**src/rtl/snap_sequencer_if.sv**
```systemverilog
// Handshake/bus bundle for snap_sequencer: one input vector stream in, one snapped result stream out.
interface snap_sequencer_if #(
  parameter int unsigned N_DIM = 4
);
  logic                 in_valid;
  logic                 in_ready;
  logic [16*N_DIM-1:0]  coord_in;
  logic                 out_valid;
  logic                 out_ready;
  logic [8*N_DIM-1:0]   coord_out;
  logic [N_DIM-1:0]     sat_flags;
  logic                 stable;
  logic                 busy;

  modport slave (
    input  in_valid, coord_in, out_ready,
    output in_ready, out_valid, coord_out, sat_flags, stable, busy
  );

  modport master (
    output in_valid, coord_in, out_ready,
    input  in_ready, out_valid, coord_out, sat_flags, stable, busy
  );
endinterface

```
**src/rtl/snap_sequencer.sv**
```systemverilog
// Snaps a vector of signed 8.8 lanes to signed 8-bit integers, one lane per cycle through a
// single rounding datapath, and flags whether the result repeats the previously delivered one.
module snap_sequencer #(
  parameter int unsigned N_DIM = 4
) (
  input  logic               clk,
  input  logic               rst,
  snap_sequencer_if.slave    bus
);
  localparam int unsigned IN_W  = 16 * N_DIM;
  localparam int unsigned OUT_W = 8 * N_DIM;
  localparam int unsigned IDX_W = (N_DIM > 1) ? $clog2(N_DIM) : 1;
  localparam logic [IDX_W-1:0] LAST_IDX = IDX_W'(N_DIM - 1);

  typedef enum logic [1:0] {IDLE, SNAP, DONE} state_t;

  state_t             r_state;
  state_t             w_state_nxt;
  logic [IN_W-1:0]    r_coord;
  logic [IDX_W-1:0]   r_idx;
  logic [OUT_W-1:0]   r_coord_out;
  logic [OUT_W-1:0]   r_prev_result;
  logic [N_DIM-1:0]   r_sat;
  logic               r_out_valid;
  logic               r_stable;
  logic               r_prev_valid;
  logic               r_in_ready;
  logic               r_busy;

  logic [15:0]        w_lane;
  logic               w_sat;
  logic [7:0]         w_rnd;
  logic [OUT_W-1:0]   w_coord_upd;
  logic [N_DIM-1:0]   w_sat_upd;
  logic               w_accept;
  logic               w_last;
  logic               w_release;

  // State register
  always_ff @(posedge clk) begin
    if (rst) r_state <= IDLE;
    else     r_state <= w_state_nxt;
  end

  // Next-state and handshake decode
  always_comb begin
    w_state_nxt = r_state;
    w_accept    = 1'b0;
    w_last      = 1'b0;
    w_release   = 1'b0;
    unique case (r_state)
      IDLE: if (bus.in_valid) begin
        w_accept    = 1'b1;
        w_state_nxt = SNAP;
      end
      SNAP: if (r_idx == LAST_IDX) begin
        w_last      = 1'b1;
        w_state_nxt = DONE;
      end
      DONE: if (bus.out_ready) begin
        w_release   = 1'b1;
        w_state_nxt = IDLE;
      end
      default: w_state_nxt = IDLE;
    endcase
  end

  // Select the lane currently being snapped
  always_comb begin
    w_lane = '0;
    for (int unsigned k = 0; k < N_DIM; k++) begin
      if (r_idx == IDX_W'(k)) w_lane = r_coord[16*k +: 16];
    end
  end

  // Shared rounding datapath: clamp above 0x7F00, else round-half-down via +0x7F then drop fraction
  always_comb begin
    w_sat = ($signed(w_lane) > $signed(16'h7F00));
    w_rnd = w_sat ? 8'd127 : 8'((17'({w_lane[15], w_lane}) + 17'h0007F) >> 8);
  end

  // Result vector with the current lane replaced
  always_comb begin
    w_coord_upd = r_coord_out;
    w_sat_upd   = r_sat;
    for (int unsigned k = 0; k < N_DIM; k++) begin
      if (r_idx == IDX_W'(k)) begin
        w_coord_upd[8*k +: 8] = w_rnd;
        w_sat_upd[k]          = w_sat;
      end
    end
  end

  // Datapath and registered outputs
  always_ff @(posedge clk) begin
    if (rst) begin
      r_coord       <= '0;
      r_idx         <= '0;
      r_coord_out   <= '0;
      r_sat         <= '0;
      r_out_valid   <= 1'b0;
      r_stable      <= 1'b0;
      r_prev_valid  <= 1'b0;
      r_prev_result <= '0;
      r_in_ready    <= 1'b1;
      r_busy        <= 1'b0;
    end else begin
      r_in_ready <= (w_state_nxt == IDLE);
      r_busy     <= (w_state_nxt != IDLE);
      if (w_accept) begin
        r_coord <= bus.coord_in;
        r_idx   <= '0;
      end
      if (r_state == SNAP) begin
        r_coord_out <= w_coord_upd;
        r_sat       <= w_sat_upd;
        r_idx       <= r_idx + IDX_W'(1);
      end
      if (w_last) begin
        r_out_valid <= 1'b1;
        r_stable    <= r_prev_valid && (w_coord_upd == r_prev_result);
      end
      if (w_release) begin
        r_prev_result <= r_coord_out;
        r_prev_valid  <= 1'b1;
        r_out_valid   <= 1'b0;
      end
    end
  end

  assign bus.in_ready  = r_in_ready;
  assign bus.busy      = r_busy;
  assign bus.out_valid = r_out_valid;
  assign bus.coord_out = r_coord_out;
  assign bus.sat_flags = r_sat;
  assign bus.stable    = r_stable;
endmodule

```
**src/flat_wrapper.sv**
```systemverilog
// flat-port wrapper written by rule: the top's interface ports become plain ports
module snap_sequencer_flat 
#(
  parameter int unsigned N_DIM = 4
)
  (clk, rst, bus_in_valid, bus_coord_in, bus_out_ready, bus_in_ready, bus_out_valid, bus_coord_out, bus_sat_flags, bus_stable, bus_busy);
  snap_sequencer_if #(.N_DIM(N_DIM)) bus_i ();
  input  logic clk;
  input  logic rst;
  input wire logic [$bits(bus_i.in_valid)-1:0] bus_in_valid;
  input wire logic [$bits(bus_i.coord_in)-1:0] bus_coord_in;
  input wire logic [$bits(bus_i.out_ready)-1:0] bus_out_ready;
  output wire logic [$bits(bus_i.in_ready)-1:0] bus_in_ready;
  output wire logic [$bits(bus_i.out_valid)-1:0] bus_out_valid;
  output wire logic [$bits(bus_i.coord_out)-1:0] bus_coord_out;
  output wire logic [$bits(bus_i.sat_flags)-1:0] bus_sat_flags;
  output wire logic [$bits(bus_i.stable)-1:0] bus_stable;
  output wire logic [$bits(bus_i.busy)-1:0] bus_busy;
  assign bus_i.in_valid = bus_in_valid;
  assign bus_i.coord_in = bus_coord_in;
  assign bus_i.out_ready = bus_out_ready;
  assign bus_in_ready = bus_i.in_ready;
  assign bus_out_valid = bus_i.out_valid;
  assign bus_coord_out = bus_i.coord_out;
  assign bus_sat_flags = bus_i.sat_flags;
  assign bus_stable = bus_i.stable;
  assign bus_busy = bus_i.busy;
  snap_sequencer #(.N_DIM(N_DIM)) u_core (.clk(clk), .rst(rst), .bus(bus_i));
endmodule
```
**config.mk**
```make
export PLATFORM = sky130hd
export DESIGN_NAME = snap_sequencer_flat
export DESIGN_NICKNAME = d
export VERILOG_FILES = /design/src/rtl/snap_sequencer_if.sv /design/src/rtl/snap_sequencer.sv /design/src/flat_wrapper.sv
export SDC_FILE = /design/constraint.sdc
export NUM_CORES = 1
export LEC_CHECK = 0
export CORE_ASPECT_RATIO = 2
export CORE_MARGIN = 5
export CORE_UTILIZATION = 35
export DETAILED_ROUTE_END_ITERATION = 10
export SLEW_MARGIN = 10
export SYNTH_ARGS = -nofsm -noshare
export SYNTH_HDL_FRONTEND = slang
export SYNTH_SLANG_ARGS = --single-unit
```
**constraint.sdc**
```tcl
create_clock -name clk -period 8.1 [get_ports clk]
set_input_delay 0.81 -clock clk [delete_from_list [all_inputs] [get_ports clk]]
set_output_delay 0.81 -clock clk [all_outputs]
set_load 0.005 [all_outputs]
```
==> results of run 1 <==
==> cells in the mapped netlist (5+ instances only) <==
| cell type | n |
|---|---|
| nand4_1 | 9 |
| buf_6 | 5 |
| o31ai_1 | 6 |
| nand2_1 | 212 |
| a21oi_1 | 117 |
| and3_1 | 8 |
| nor3b_1 | 5 |
| o2bb2ai_1 | 5 |
| or3_1 | 5 |
| a22oi_1 | 6 |
| nor2_1 | 62 |
| xnor2_1 | 8 |
| a211oi_1 | 37 |
| nor2b_1 | 8 |
| nand3_1 | 8 |
| inv_1 | 14 |
| o21ai_0 | 12 |
| mux2i_1 | 9 |
| o22ai_1 | 6 |
| nor4_1 | 8 |
| buf_1 | 7 |
| xor2_1 | 15 |
| clkbuf_1 | 45 |
| and2_1 | 11 |
| dfxtp_1 | 141 |
| nor3_1 | 5 |
| nand3b_1 | 8 |
==> path summary, 6_finish.rpt <==
kind                                   startpoint                              end  slack (ns)  cells past startpoint
setup / recovery     u_core.r_idx[1]$_SDFFE_PP0P_   u_core.bus.stable$_SDFFE_PP0P_        3.18                     11
hold / removal    u_core.r_coord[21]$_SDFFE_PP0P_  u_core.r_coord[21]$_SDFFE_PP0P_        0.45                      2
setup reg to reg     u_core.r_idx[1]$_SDFFE_PP0P_   u_core.bus.stable$_SDFFE_PP0P_        3.18                     11
hold reg to reg   u_core.r_coord[21]$_SDFFE_PP0P_  u_core.r_coord[21]$_SDFFE_PP0P_        0.45                      2
==> stage by stage <==
stage | hold slack, ns | setup slack [ns] | instance area (um2)
finish | 0.455 | 3.18 | 8530
global route | 0.470 | 2.88 | 8530
CTS | 0.455 | 3.21 | 8530
detailed placement | 0.447 | 3.24 | 7900
global placement | 0.442 | 3.32 | 7900
floorplan | 0.432 | 4.26 | 6720
==> registers in the layout (all words and copies together) (netlist names) <==
register              flops
u_core.bus.coord_out     32
u_core.bus.sat_flags      4
u_core.r_coord           64
u_core.bus.busy           1
u_core.r_prev_valid       1
u_core.r_idx              2
u_core.bus.in_ready       1
u_core.bus.stable         1
u_core.r_prev_result     32
u_core.bus.out_valid      1
u_core.r_state            2
==> logic make-up after synthesis <==
| kind of cell | Yosys count | synth area share (%) |
|---|---|---|
| mux | 10 | 1.51 |
| xor+xnor | 23 | 3.00 |
| fa+ha+maj | 4 | 0.745 |
| simple gates | 367 | 24.8 |
| buf+inv | 82 | 5.55 |
| flops | 141 | 42.0 |
| compound gates | 235 | 22.4 |
==> worst min-delay path, delay by kind of cell, from the launching register on <==
kind / cells / cell delay [ns]
AOI/OAI and AO/OA: 1 / 0.05
DFF: 1 / 0.31
and+or+nand+nor: 1 / 0.05
==> power by group <==
| part | internal, uW | switching, uW | total [uW] |
|---|---|---|---|
| Clock | 524 | 316 | 839 |
| Sequential | 720 | 23.1 | 743 |
| Combinational | 104 | 142 | 246 |
==> layout by cell type (no fill, tap or decap), drive strengths merged, types with 5 or more instances in the layout <==
master / n
and2: 12
clkinv: 6
clkbuf: 18
buf: 14
dfxtp: 141
inv: 18
a21oi: 119
a22oi: 6
nand2: 212
clkdlybuf4s50: 106
mux2i: 9
o21ai: 12
nor3: 5
or3: 5
o22ai: 6
xor2: 15
nand3b: 9
and3: 8
nor2b: 9
nor4: 8
nor3b: 5
o31ai: 6
nor2: 63
o2bb2ai: 5
nand4: 10
a211oi: 41
xnor2: 8
nand3: 9
==> metal layers <==
| metal | share of wire, % | GRT usage, % | vias to the layer above |
|---|---|---|---|
| met5 | 0 | 0 | - |
| met4 | 5.8 | 12.9 | 0 |
| met3 | 3.0 | 2.94 | 58 |
| met2 | 56 | 40.9 | 158 |
| met1 | 35 | 20.7 | 3035 |
| li1 | - | - | 3163 |
==> final cells by class <==
| class | instances | area (um2) |
|---|---|---|
| Fill cell | 1973 | 10300 |
| Timing Repair Buffer | 120 | 1170 |
| Tap cell | 255 | 319 |
| Sequential cell | 141 | 2820 |
| Clock inverter | 14 | 193 |
| Inverter | 17 | 63.8 |
| Multi-Input combinational cell | 639 | 3530 |
| Clock buffer | 18 | 439 |
==> impl_metrics.tcl, run 1 <==
set metrics [dict create \
    dieArea_mm2 0.0222 \
    yosysWarnings 0 \
    dp_hpwl_mm 17.3 \
    grt_usage_pct 21.2 \
    cts_sinks 141 \
    drt-total-wl_mm 23.1 \
    synth.largest_area_cell "dfxtp_1" \
    die_x_um 108 \
    cts_tree "yes" \
    tightestPinTransition_ns 1.07 \
    finalCritPeriodShare_pct 60.7 \
    grt_max_degree 75 \
    cts_setup_buffers 0 \
    period_minus_slack_ns 4.92 \
    synthesis.instances 862 \
    status "finished, final reports clean" \
    rsz0062_at_grt "false" \
    firstDrtPassIters 6 \
    clk_transition_reported_paths_ns 0.06 \
    cts_buffers 17 \
    cts_root_buffer "clkbuf_16" \
    maxCapViolCount 0 \
    num_vias 6414 \
    area.growth.synth_to_final_pct 27.0 \
    grt_pass1_wl_mm 35.6 \
    relSlewSlack_pct 28.0 \
    syn_avg_cell_area_um2 7.80 \
    cellPowerDensity_mw_per_mm2 214 \
    fin_worst_skew_ns 0.0104 \
    ys_async_sr_fraction_pct 0 \
    core-area_mm2 0.0188 \
    arrival_ns 5.26 \
    diodes 0 \
    syn_nets 934 \
    slew_viol_final 0 \
    ys_seq_area_share_pct 42.0 \
    post-route-util_pct 45.3 \
    slowest_delay_ns 0.89 \
    cpLargestDelayFamily "simple AND/OR/NAND/NOR gates" \
    tns_ns 0 \
    path_class "register to register" \
    critPathBufInv 1 \
    overflow 0 \
    dieHeight_um 206 \
    nets 1008 \
    max_clock_freq_mhz 203 \
    synth_area_mm2 0.00672 \
    io_buffers 107 \
    postCtsHoldBufs 0 \
    synth_edf_count 0 \
    drc 0 \
    hold_violations 0 \
    ys_ff_latch 141 \
    cts_resized 0 \
    drive_gt1_share_pct 6.95 \
    drtIter0Drc 229 \
    place.gp.congestion 0.950 \
    synth_top_area_share_pct 42.0 \
    critPathMaxFanout 19 \
    worst_path_max_delay_cell "or4_1" \
    p_leak_uw 0.00301 \
    setup.worst_path.start_class "register" \
    synth_cell_types 67 \
    fin_cells 1204 \
    ir_worst_vdd_uv 98.6 \
    dpl.cell_count 1172 \
    htree_levels 4 \
    setup_viol 0 \
    power_uw 1830 \
    via_per_inst 5.33 \
    wire_per_inst_um 19.1 \
    hold_path.class "register to register" \
    grt_pass1_vias 6384 \
    fp-row-count 71 \
    start_util_pct 35.7 \
    path_cells "ha_1 -> buf_4 -> a211oi_1 -> a211oi_2 -> nand3_2 -> or4_1 -> and3_1 -> a221o_1 -> a221o_1 -> or4_1 -> o31ai_1" \
    ios 108 \
    cts_max_path_buffers 2 \
    insertion_delay_ns 0.43 \
    synth_ff_type "dfxtp_1" \
    end_kind "register" \
    synthTopCellsByArea "dfxtp_1 42%, nand2_1 12%, a21oi_1 8.7%" \
    crit_required_ns 8.44 \
    antenna_found_initial 0 \
    ant_nets 0 \
]
(Power assumes the default switching activity.)
==> run 2: changes to the inputs <==
==> constraint.sdc (replaced) <==
create_clock -name clk -period 5 [get_ports clk]
set_input_delay 0.5 -clock clk [delete_from_list [all_inputs] [get_ports clk]]
set_output_delay 0.5 -clock clk [all_outputs]
set_load 0.005 [all_outputs]
==> impl_metrics.tcl, run 2 (synthesis gave the netlist of run 1 again) <==
set metrics [dict create \
    slowest_delay_ns 0.77 \
    fin_cells 1213 \
    area.growth.synth_to_final_pct 27.6 \
    tns_ns 0 \
    nets 1019 \
    multi_input_comb_area_mm2 0.00353 \
    rrSetupSlack_ns 0.33 \
    dp_hpwl_mm 17.8 \
    grt_pass1_vias 6262 \
    p_leak_uw 0.00304 \
    path_cells "inv_1 -> ha_1 -> inv_2 -> o311ai_1 -> a2111o_1 -> a21oi_1 -> or4_1 -> and3_1 -> a221o_1 -> a221o_1 -> or4_1 -> o31ai_1" \
    final_common_cell "nand2_1" \
    ff_latch_area_mm2 0.00282 \
    via_per_inst 5.26 \
    min_delay_path_depth 2 \
    io_buffers 107 \
    finalCritPeriodShare_pct 93.3 \
    slew_viol_final 0 \
    whs_ns 0.453 \
    fillCellCount 1935 \
    drtIter0Drc 265 \
    drc 0 \
    worst_path_max_delay_cell "or4_1" \
    drive_gt1_share_pct 7.83 \
    crit_required_ns 5.34 \
    status "finished, final reports clean" \
    crit_start "u_core.r_idx[0]$_SDFFE_PP0P_" \
    whs_endpoint "u_core.r_coord[33]$_SDFFE_PP0P_" \
    cts_setup_buffers 0 \
    period_minus_slack_ns 4.67 \
    end_kind "register" \
    setup_viol 0 \
    critPathMaxFanout 14 \
    core-area_mm2 0.0188 \
    hold_violations 0 \
    cellPowerDensity_mw_per_mm2 337 \
    top_register "u_core.r_coord" \
    clk_transition_reported_paths_ns 0.06 \
    num_vias 6376 \
    postCtsHoldBufs 0 \
    path_class "register to register" \
    hp-start "u_core.r_coord[33]$_SDFFE_PP0P_" \
    diodes 0 \
    rr_worst_depth 12 \
    r2r_end "u_core.bus.stable$_SDFFE_PP0P_" \
    maxCapViolCount 0 \
    hold_path.class "register to register" \
    dieHeight_um 206 \
    cts_root_buffer "clkbuf_16" \
    antenna_found_initial 0 \
    htree_levels 4 \
    insertion_delay_ns 0.43 \
    cts_tree "yes" \
    relSlewSlack_pct 23.2 \
    drt-total-wl_mm 23.2 \
    grt_usage_pct 21.1 \
    grt_max_degree 83 \
    dieArea_mm2 0.0222 \
    arrival_ns 5.01 \
    grt_pass1_wl_mm 35.3 \
    fin_worst_skew_ns 0.00874 \
    max_clock_freq_mhz 214 \
    firstDrtPassIters 6 \
    cts_buffers 17 \
    ant_nets 0 \
    rsz0062_at_grt "false" \
    setup.worst_path.start_class "register" \
    cts_max_path_buffers 2 \
    largest_reg_flops 64 \
    ir_worst_vdd_uv 178 \
    place.gp.congestion 0.967 \
    reg2reg_from "u_core.r_idx[0]$_SDFFE_PP0P_" \
    fp-row-count 71 \
    cts_sinks 141 \
    final_cell_mix "211 x nand2_1, 141 x dfxtp_1, 117 x a21oi_1, 106 x clkdlybuf4s50_1, 62 x nor2_1" \
    wire_per_inst_um 19.1 \
    tightestPinTransition_ns 1.15 \
    dpl.cell_count 1183 \
    ios 108 \
    overflow 0 \
    start_util_pct 35.7 \
    die_x_um 108 \
]
[run 2: changes by cell type in the layout (fill, tap and decap cells not counted), sizes merged]
cell and delta:
buf +11, bufinv -1, inv -1, clkbuf +1, clkinv -1
[run 2: worst max-delay path by stage]
stage	slack, ns	to
floorplan	1.16	u_core.bus.stable$_SDFFE_PP0P_
global placement	0.49	u_core.bus.stable$_SDFFE_PP0P_
detailed placement	0.36	u_core.bus.stable$_SDFFE_PP0P_
CTS	0.34	u_core.bus.stable$_SDFFE_PP0P_
global route	0.03	u_core.bus.stable$_SDFFE_PP0P_
finish	0.33	u_core.bus.stable$_SDFFE_PP0P_
[run 2: cell type report]
cell class                      instances  share of cell area, %
Sequential cell                       141                   32.9
Clock inverter                         11                   1.69
Multi-Input combinational cell        639                   41.2
Timing Repair Buffer                  131                   14.6
Tap cell                              255                   3.72
Clock buffer                           19                   5.17
Inverter                               17                  0.744
[run 2: power by group]
group	internal, uW	switching [uW]
Combinational	177	233
Sequential	1170	38.3
Clock	790	487
Total	2130	759
[run 2: layer usage]
layer / global-route usage (%) / vias up / share of wire (%)
met4: 13.8 / 0 / 6.1
met3: 2.75 / 68 / 3.4
li1: - / 3168 / -
met1: 20.7 / 2977 / 35
met2: 40.3 / 163 / 56
met5: 0 / - / 0
[run 2: through the flow]
step / util (%) / power [uW] / instance area [um2] / setup slack [ns]
finish: 45.5 / 2890 / 8570 / 0.333
global route: 45.5 / 3000 / 8570 / 0.0262
CTS: 45.5 / 2910 / 8570 / 0.335
detailed placement: 42.4 / 1640 / 7980 / 0.356
global placement: 42.4 / 1640 / 7980 / 0.487
floorplan: - / 1460 / 6720 / 1.16
[run 2: timing repair]
action                                  4_1_cts  5_1_grt
endpoints found under the setup margin        0        1
gates resized for setup                       0        1
endpoints found under the hold margin         0        0
[run 2: critical path: cells and delay by family (launching register included)]
family / cells / cell delay (ns)
flip-flops: 1 / 0.35
AO/OA/AOI/OAI: 6 / 1.80
buffers and inverters: 2 / 0.23
AND/OR/NAND/NOR: 3 / 1.60
adder cells (fa/ha/maj): 1 / 0.59
==> run 3: changes to the inputs <==
--- a/config.mk
+++ b/config.mk
@@ -7,8 +7,9 @@
 export LEC_CHECK = 0
 export CORE_ASPECT_RATIO = 2
 export CORE_MARGIN = 5
-export CORE_UTILIZATION = 35
+export CORE_UTILIZATION = 54
 export DETAILED_ROUTE_END_ITERATION = 10
+export PLACE_DENSITY = 0.8
 export SLEW_MARGIN = 10
 export SYNTH_ARGS = -nofsm -noshare
 export SYNTH_HDL_FRONTEND = slang
==> impl_metrics.tcl, run 3 (synthesis gave the netlist of run 1 again) <==
set metrics [dict create \
    grt_usage_pct 30.3 \
    die_x_um 88.9 \
    tightestPinTransition_ns 1.15 \
    dieArea_mm2 0.0149 \
    finalCritPeriodShare_pct 91.9 \
    cts_max_path_buffers 2 \
    slowest_delay_ns 0.74 \
    insertion_delay_ns 0.42 \
    area.growth.synth_to_final_pct 24.7 \
    final_cell_mix "211 x nand2_1, 141 x dfxtp_1, 117 x a21oi_1, 106 x clkdlybuf4s50_1, 62 x nor2_1" \
    overflow 0 \
    placedInstanceArea_mm2 0.00783 \
    crit_required_ns 5.33 \
    firstDrtPassIters 5 \
    wire_per_inst_um 20.1 \
    cts_setup_buffers 0 \
    hold_violations 0 \
    comb_power_share_pct 14.9 \
    final_common_cell "nand2_1" \
    fin_cells 1105 \
    max_clock_freq_mhz 218 \
    cts_root_buffer "clkbuf_16" \
    clk_transition_reported_paths_ns 0.06 \
    arrival_ns 4.92 \
    cts_tree "yes" \
    cts_sinks 141 \
    maxCapViolCount 0 \
    path_cells "inv_1 -> ha_1 -> a211oi_1 -> a211oi_2 -> nand3_2 -> or4_1 -> and3_1 -> a221o_1 -> a221o_1 -> or4_1 -> o31ai_1" \
    pwr-share-seq_pct 43.3 \
    nets 1017 \
    period_minus_slack_ns 4.59 \
    ir_worst_vdd_uv 254 \
    p_sw_uw 785 \
    dpl.cell_count 1073 \
    critPathMaxFanout 21 \
    slew_viol_final 0 \
    rsz0062_at_grt "false" \
    grt_pass1_vias 6380 \
    drt-total-wl_mm 22.2 \
    p_int_uw 2000 \
    setup.worst_path.start_class "register" \
    relSlewSlack_pct 23.2 \
    top_register "u_core.r_coord" \
    worst_path_max_delay_cell "or4_1" \
    cellPowerDensity_mw_per_mm2 333 \
    p_leak_uw 0.00301 \
    num_vias 6550 \
    power_uw 2790 \
    end_kind "register" \
    cts_resized 0 \
    core-area_mm2 0.0122 \
    p_sw_share_pct 28.2 \
    grt_pass1_wl_mm 34.1 \
    design_area_mm2 0.00838 \
    drc 0 \
    setup_viol 0 \
    tns_ns 0 \
    htree_levels 4 \
    ios 108 \
    place.gp.congestion 1.01 \
    clockPowerShare_pct 41.8 \
    fp-row-count 57 \
    drive_gt1_share_pct 7.72 \
    dieHeight_um 168 \
    cts_buffers 17 \
    hold_path.class "register to register" \
    largest_reg_flops 64 \
    postCtsHoldBufs 0 \
    antenna_found_initial 0 \
    fin_worst_skew_ns 0.0104 \
    diodes 0 \
    grt_max_degree 83 \
    ant_nets 0 \
    via_per_inst 5.93 \
    start_util_pct 55.1 \
    io_buffers 107 \
    drtIter0Drc 394 \
    status "finished, final reports clean" \
    dp_hpwl_mm 16.6 \
    post-route-util_pct 68.7 \
    path_class "register to register" \
]
==> run 3: cell types whose count changed in the layout (fill, tap and decap cells not counted) <==
| cell | before | now |
|---|---|---|
| buf_4 | 25 | 23 |
| bufinv_16 | 3 | 0 |
| clkinv_2 | 3 | 1 |
| clkinv_4 | 2 | 4 |
| ha_1 | 3 | 4 |
| ha_2 | 1 | 0 |
| inv_6 | 0 | 5 |
==> run 3: layout make-up <==
type	count	area, um2
clock buffer	19	443
multi-input combinational	639	3530
timing repair buffer	129	1230
clock inverter	13	106
sequential	141	2820
inverter	17	63.8
tap	147	184
fill	1038	3810
==> run 3: worst max-delay path, delay by kind of cell, from the launching register on <==
| kind | cells | cell delay (ns) |
|---|---|---|
| buffers and inverters | 1 | 0.08 |
| AO/OA/AOI/OAI | 5 | 1.63 |
| flip-flops | 1 | 0.33 |
| AND/OR/NAND/NOR | 4 | 1.82 |
| adder cells (fa/ha/maj) | 1 | 0.64 |
==> run 3: per-layer routing <==
| layer | wire (um) | global-route usage (%) |
|---|---|---|
| met4 | 1720 | 21.1 |
| met2 | 11700 | 53.1 |
| met5 | 0 | 0 |
| met1 | 7580 | 30.7 |
| met3 | 1150 | 5.85 |
==> run 3: power groups by stage <==
stage	combinational (uW)	clock, uW	sequential (uW)
after floorplan	245	0	1220
after global placement	404	0	1230
after detailed placement	406	0	1230
after CTS	408	1180	1200
after global routing	451	1230	1210
final	416	1170	1210
==> run 3: through the flow <==
stage               hold slack, ns  worst slack, ns
floorplan                    0.432             1.16
global placement             0.442            0.606
detailed placement           0.448            0.502
CTS                          0.457            0.472
global route                 0.480            0.183
finish                       0.456            0.405
==> run 3: path summary, 6_finish.rpt <==
| kind | startpoint | endpoint | slack (ns) | cells past startpoint |
|---|---|---|---|---|
| setup / recovery | u_core.r_idx[1]$_SDFFE_PP0P_ | u_core.bus.stable$_SDFFE_PP0P_ | 0.41 | 11 |
| hold reg to reg | u_core.r_coord[33]$_SDFFE_PP0P_ | u_core.r_coord[33]$_SDFFE_PP0P_ | 0.46 | 2 |
| hold / removal | u_core.r_coord[33]$_SDFFE_PP0P_ | u_core.r_coord[33]$_SDFFE_PP0P_ | 0.46 | 2 |
| setup reg to reg | u_core.r_idx[1]$_SDFFE_PP0P_ | u_core.bus.stable$_SDFFE_PP0P_ | 0.41 | 11 |
